===== config.mk =====
export PLATFORM = sky130hd
export DESIGN_NAME = ahb_sram_slave
export DESIGN_NICKNAME = d
export VERILOG_FILES = /design/src/rtl/ahb_sram_slave.sv
export SDC_FILE = /design/constraint.sdc
export NUM_CORES = 1
export LEC_CHECK = 0
export CAP_MARGIN = 40
export CELL_PAD_IN_SITES_DETAIL_PLACEMENT = 1
export CELL_PAD_IN_SITES_GLOBAL_PLACEMENT = 1
export CORE_ASPECT_RATIO = 0.75
export CORE_MARGIN = 3
export CORE_UTILIZATION = 21
export DETAILED_ROUTE_END_ITERATION = 8
export PLACE_DENSITY_LB_ADDON = 0.1
export REMOVE_ABC_BUFFERS = 1
export SLEW_MARGIN = 20
export SYNTH_ARGS = -nofsm -noshare
export SYNTH_HDL_FRONTEND = slang
export SYNTH_SLANG_ARGS = --single-unit

===== constraint.sdc =====
create_clock -name clock -period 2.4 [get_ports clock]
set_input_delay 0.48 -clock clock [delete_from_list [all_inputs] [get_ports clock]]
set_output_delay 0.48 -clock clock [all_outputs]
set_load 0.01 [all_outputs]

===== src/rtl/ahb_sram_slave.sv =====
// rtl/ahb_sram_slave.sv - AHB-Lite slave backed by a single-port synchronous SRAM
//
// Purpose: terminates one AHB-Lite output and serves it from a 32-bit-wide
// single-port SRAM. Reads and writes run with zero wait states. A read issued
// while the previous write's data phase is using the SRAM gets one wait state.
// Illegal accesses get a two-cycle ERROR response.
//
// Ports:
//   clock, reset_n          clock (rising edge) and asynchronous active-low reset
//   hready                  bus-level ready; address phase sampled only when 1
//   htrans, hsize, hwrite,  AHB address-phase controls and byte address
//   haddr
//   hwdata                  write data (data phase)
//   hreadyout, hresp,       slave ready, response (0 OKAY / 1 ERROR), read data
//   hrdata
//   mem_en, mem_wen,        SRAM strobe, write qualifier, word index,
//   mem_addr, mem_wmask,    byte write enables, write data
//   mem_wdata
//   mem_rdata               SRAM read data, one cycle after a read strobe
module ahb_sram_slave #(
   parameter int          MEM_WORDS = 1024,
   parameter logic [29:0] BASE_ADDR = 30'h0,
   localparam int         AW        = $clog2(MEM_WORDS)
) (
   input  logic          clock,
   input  logic          reset_n,
   input  logic          hready,
   output logic          hreadyout,
   input  logic [1:0]    htrans,
   input  logic [2:0]    hsize,
   input  logic          hwrite,
   input  logic [29:0]   haddr,
   input  logic [31:0]   hwdata,
   output logic          hresp,
   output logic [31:0]   hrdata,
   output logic          mem_en,
   output logic          mem_wen,
   output logic [AW-1:0] mem_addr,
   output logic [3:0]    mem_wmask,
   output logic [31:0]   mem_wdata,
   input  logic [31:0]   mem_rdata
);

   typedef enum logic [2:0] {
      S_IDLE, S_WR_DP, S_RD_DP, S_RD_STALL, S_ERR1, S_ERR2
   } state_t;

   localparam logic [31:0] BASE32  = {2'b00, BASE_ADDR};
   localparam logic [31:0] LIMIT32 = BASE32 + 32'(MEM_WORDS) * 32'd4;

   state_t        state_q, state_d;
   logic [AW-1:0] waddr_q, waddr_d;
   logic [AW-1:0] raddr_q, raddr_d;
   logic [3:0]    wmask_q, wmask_d;

   logic          aligned, legal, ready_int, accept, rd_now;
   logic [3:0]    mask_calc;
   logic [AW-1:0] word_idx;
   logic          unused_htrans_seq;

   // NONSEQ and SEQ are treated alike; only htrans[1] matters.
   assign unused_htrans_seq = htrans[0];

   assign word_idx = AW'((haddr - BASE_ADDR) >> 2);

   always_comb begin
      aligned = 1'b0;
      case (hsize)
         3'd0:    aligned = 1'b1;
         3'd1:    aligned = ~haddr[0];
         3'd2:    aligned = (haddr[1:0] == 2'b00);
         default: aligned = 1'b0;
      endcase
   end

   always_comb begin
      mask_calc = 4'b1111;
      case (hsize[1:0])
         2'd0:    mask_calc = 4'b0001 << haddr[1:0];
         2'd1:    mask_calc = 4'b0011 << haddr[1:0];
         default: mask_calc = 4'b1111;
      endcase
   end

   assign legal = (hsize <= 3'd2) && aligned &&
                  ({2'b00, haddr} >= BASE32) && ({2'b00, haddr} < LIMIT32);

   // Only states that complete their data phase this cycle may take a new address phase.
   assign ready_int = (state_q != S_ERR1) && (state_q != S_RD_STALL);
   assign accept    = hready && htrans[1] && ready_int;
   // A read goes straight to the SRAM unless a write data phase owns it this cycle.
   // Gated by reset_n so no strobe escapes while reset is asserted.
   assign rd_now    = reset_n && accept && legal && !hwrite && (state_q != S_WR_DP);

   always_comb begin
      state_d = state_q;
      waddr_d = waddr_q;
      raddr_d = raddr_q;
      wmask_d = wmask_q;
      if (accept) begin
         if (!legal) begin
            state_d = S_ERR1;
         end else if (hwrite) begin
            state_d = S_WR_DP;
            waddr_d = word_idx;
            wmask_d = mask_calc;
         end else if (state_q == S_WR_DP) begin
            state_d = S_RD_STALL;
            raddr_d = word_idx;
         end else begin
            state_d = S_RD_DP;
         end
      end else begin
         case (state_q)
            S_ERR1:     state_d = S_ERR2;
            S_RD_STALL: state_d = S_RD_DP;
            default:    state_d = S_IDLE;
         endcase
      end
   end

   always_ff @(posedge clock or negedge reset_n) begin
      if (!reset_n) begin
         state_q <= S_IDLE;
         waddr_q <= '0;
         raddr_q <= '0;
         wmask_q <= '0;
      end else begin
         state_q <= state_d;
         waddr_q <= waddr_d;
         raddr_q <= raddr_d;
         wmask_q <= wmask_d;
      end
   end

   assign hreadyout = ready_int;
   assign hresp     = (state_q == S_ERR1) || (state_q == S_ERR2);
   assign hrdata    = (state_q == S_RD_DP) ? mem_rdata : 32'h0;

   assign mem_en    = (state_q == S_WR_DP) || (state_q == S_RD_STALL) || rd_now;
   assign mem_wen   = (state_q == S_WR_DP);
   assign mem_wmask = (state_q == S_WR_DP) ? wmask_q : 4'h0;
   assign mem_wdata = (state_q == S_WR_DP) ? hwdata : 32'h0;

   always_comb begin
      mem_addr = '0;
      if (state_q == S_WR_DP)         mem_addr = waddr_q;
      else if (state_q == S_RD_STALL) mem_addr = raddr_q;
      else if (rd_now)                mem_addr = word_idx;
   end

endmodule


==> metrics <==
Starting Density about 22%; Power, Total approximately 0.0018 W; met3 Usage GRT roughly 6%; leading cell types by count after synthesis and2_1, dfrtp_1, mux2_2; worst r2r dst raddr_q[8]; Max Freq 406 MHz; Max-slew headroom 75.7%; post-synthesis mux area share around a fifth; Worst-path clk slew about 0.07 ns; Hold/Removal Path Class flip-flop to flip-flop; synthesized cell area ~2000 sq um; CTS max path bufs 2; final period utilization 103%; CTS Sinks 27; top-count cell post-synth and2_1; Area after DPL approximately 4100 sq um; H-tree Lvls 1; Slew Limit Fails 0; top-area cell type share of the netlist area approximately a third; Distinct cells, synth 33; routability-driven placement congestion ratio approximately 0.76; vias in the first global route about 2,500; core box area 9120 sq um; post-DR vias/cell roughly 4.4; grt total ovfl 0; post-synthesis sequential area ratio 34.1%; busiest grt layer met2; WL final 10.5 mm; WS Path Type primary input to output pin; combinational family with the most area after synthesis simple AND/OR/NAND/NOR gates; Final #Nets about 530; Data arrival, critical path approximately 2.0 ns; failing checks setup timing; combinational share of power around 52%; WL/cell approximately 19 um; hold_sp wmask_q[3]; r2r startpoint state_q[1]; initial antenna violation count 0; routed via count around 2,400; flip-flop and latch count after synthesis 27; top_reg_cell synth dfrtp_1; area share of and/or/nand/nor cells after synthesis a little over a third; Final setup viols 6; Post-Synth XOR/XNOR Area 0%; RSZ-0062 raised after global routing yes; Cell Count, Final, Fillers Out ~550; Area contributors post-synth dfrtp_1, and2_1, mux2_2; Setup crit end kind output pin; Hold Path Sink wmask_q[3]; clock group share of total power a little over a fifth; sw power 0.000621 W; status finished with violations; skew final about 0.0029 ns; clk root buf clkbuf_16; sw frac between 30% and 40%; antenna diode count 0; # port buffers about 180; Post-synth EDFFs 0; pwr dens 400 nW/um^2; R2R depth 8; Synth Area in Compound Gates roughly 7.1%; largest net degree at the start of global routing 33; first-pass iteration count of the detailed router 4; Area growth syn-to-layout 133%; worst skew pair latency about 0.27 ns; sequential share of power 26.2%; endpoints failing hold 0; Worst Tran Pin Value approximately 0.36 ns; total I/O pin count approximately 190; internal power around 0.0012 W; total negative setup slack -0.305 ns; total CTS buffers 3; crit-path max FO 4; Critical Path RT approximately 1.9 ns; Max-Cap Viols 0; Cells on Worst Hold Path 1; Die Height 90.1 um; share of post-route cells with drive strength above 1 between 30% and 40%; placed cell count about 520; GR Layer Usage met2 approximately 33%; CP Launch Type primary input; Setup WS post-layout -0.0630 ns; synthesis warning total 0; first-pass GRT wire length ~15 mm; Lkg Pwr roughly 2.6 nW; fraction of the mapped netlist area in adder cells 0%; Cells after Synth between 200 and 250; Rows 30; met1 GRT Util a little over a fifth; die area between 10,000 and 15,000 sq um; post-route minimum period approximately 2.5 ns; die width 118 um; TritonCTS clock tree done; hpwl dp 7.54 mm; Final Cell Area 4620 sq um; overall routing resource usage approximately 18%; Antenna Nets Post-Route 0; DRT iter0 DRCs between 70 and 80; Yosys top cell by area dfrtp_1; Worst Setup SP haddr[22]; FF-to-FF setup slack about 0.09 ns; Residual DRC 0; Post-synth ARST share 100%; maximum VDD drop about 0.00025 V; Mapped Avg Cell Area between 9 and 10 sq um
## layer usage
layer	part of all wire, %	up-vias
met5	0	-
met4	1.0	0
met3	6.9	8
met2	53	88
met1	39	1173
li1	-	1131
## area by class of cell
| cell class | count | area [sq um] |
|---|---|---|
| Clock inverter | 1 | 7.51 |
| Inverter | 2 | 7.51 |
| Sequential cell | 27 | 676 |
| Tap cell | 128 | 160 |
| Clock buffer | 3 | 75.1 |
| Fill cell | 1036 | 4500 |
| Timing Repair Buffer | 230 | 2290 |
| Multi-Input combinational cell | 160 | 1410 |
## power by group through the flow
| stage | clock [W] | combinational [W] | sequential, W |
|---|---|---|---|
| floorplan | 0 | 0.000280 | 0.000493 |
| detailed placement | 0 | 0.000939 | 0.000490 |
| CTS | 0.000403 | 0.000952 | 0.000481 |
| global placement | 0 | 0.000922 | 0.000489 |
| global route | 0.000432 | 0.00104 | 0.000487 |
| finish | 0.000400 | 0.000966 | 0.000484 |
## registers in the layout, indices dropped and copies added (netlist names)
name and cells:
raddr_q 10, waddr_q 10, state_q 3, wmask_q 4
## cells by family after synthesis
family          count (synthesis)
compound gates                 19
mux                            34
simple gates                  107
flops                          27
buf+inv                        15
## worst max-delay path by stage
stage	to	slack [ns]	cells past startpoint
finish	mem_addr[4]	-0.06	9
global route	mem_addr[1]	-0.12	9
CTS	mem_addr[4]	-0.11	10
detailed placement	mem_en	-0.79	6
global placement	mem_en	-0.76	6
floorplan	raddr_q[0]	-0.96	4
## stage by stage
| step | hold WS [ns] | utilization (%) | setup slack [ns] |
|---|---|---|---|
| 4_1_cts | 0.509 | 48.3 | -0.113 |
| 2_1_floorplan | 0.184 | - | -0.960 |
| 5_1_grt | 0.531 | 50.6 | -0.123 |
| 6_report | 0.506 | 50.6 | -0.0630 |
| 3_3_place_gp | 0.486 | 45.2 | -0.761 |
| 3_5_place_dp | 0.493 | 45.2 | -0.785 |
## worst max-delay path, cell delays in order
cell and delay [ns]:
buf_6 0.10, nor4_4 0.27, nand4_2 0.21, buf_6 0.18, nor3_4 0.22, buf_6 0.17, buf_6 0.11, a31o_4 0.15
buf_6 0.09
## cells in the final DEF (no fill, tap or decap), types with 3 or more instances in the layout
cell type	count
and2_1	69
buf_4	31
clkdlybuf4s50_1	79
dlygate4sd2_1	13
mux2_4	10
nor4_4	4
buf_6	23
mux2i_1	10
buf_2	4
clkdlybuf4s15_1	26
clkbuf_2	17
dfrtp_1	27
dlymetal6s2s_1	31
buf_12	3
mux2_2	14
a31o_4	9
nor2_1	13
nand2_1	4
clkbuf_16	5
o21ai_0	4
## repair_timing
action	4_1_cts	5_1_grt
endpoints found under the setup margin	90	42
gates resized for setup	168	102
pin swaps	15	17
hold buffers	0	0
gates cloned	2	2
buffers inserted	13	9
(Power assumes the default switching activity.)
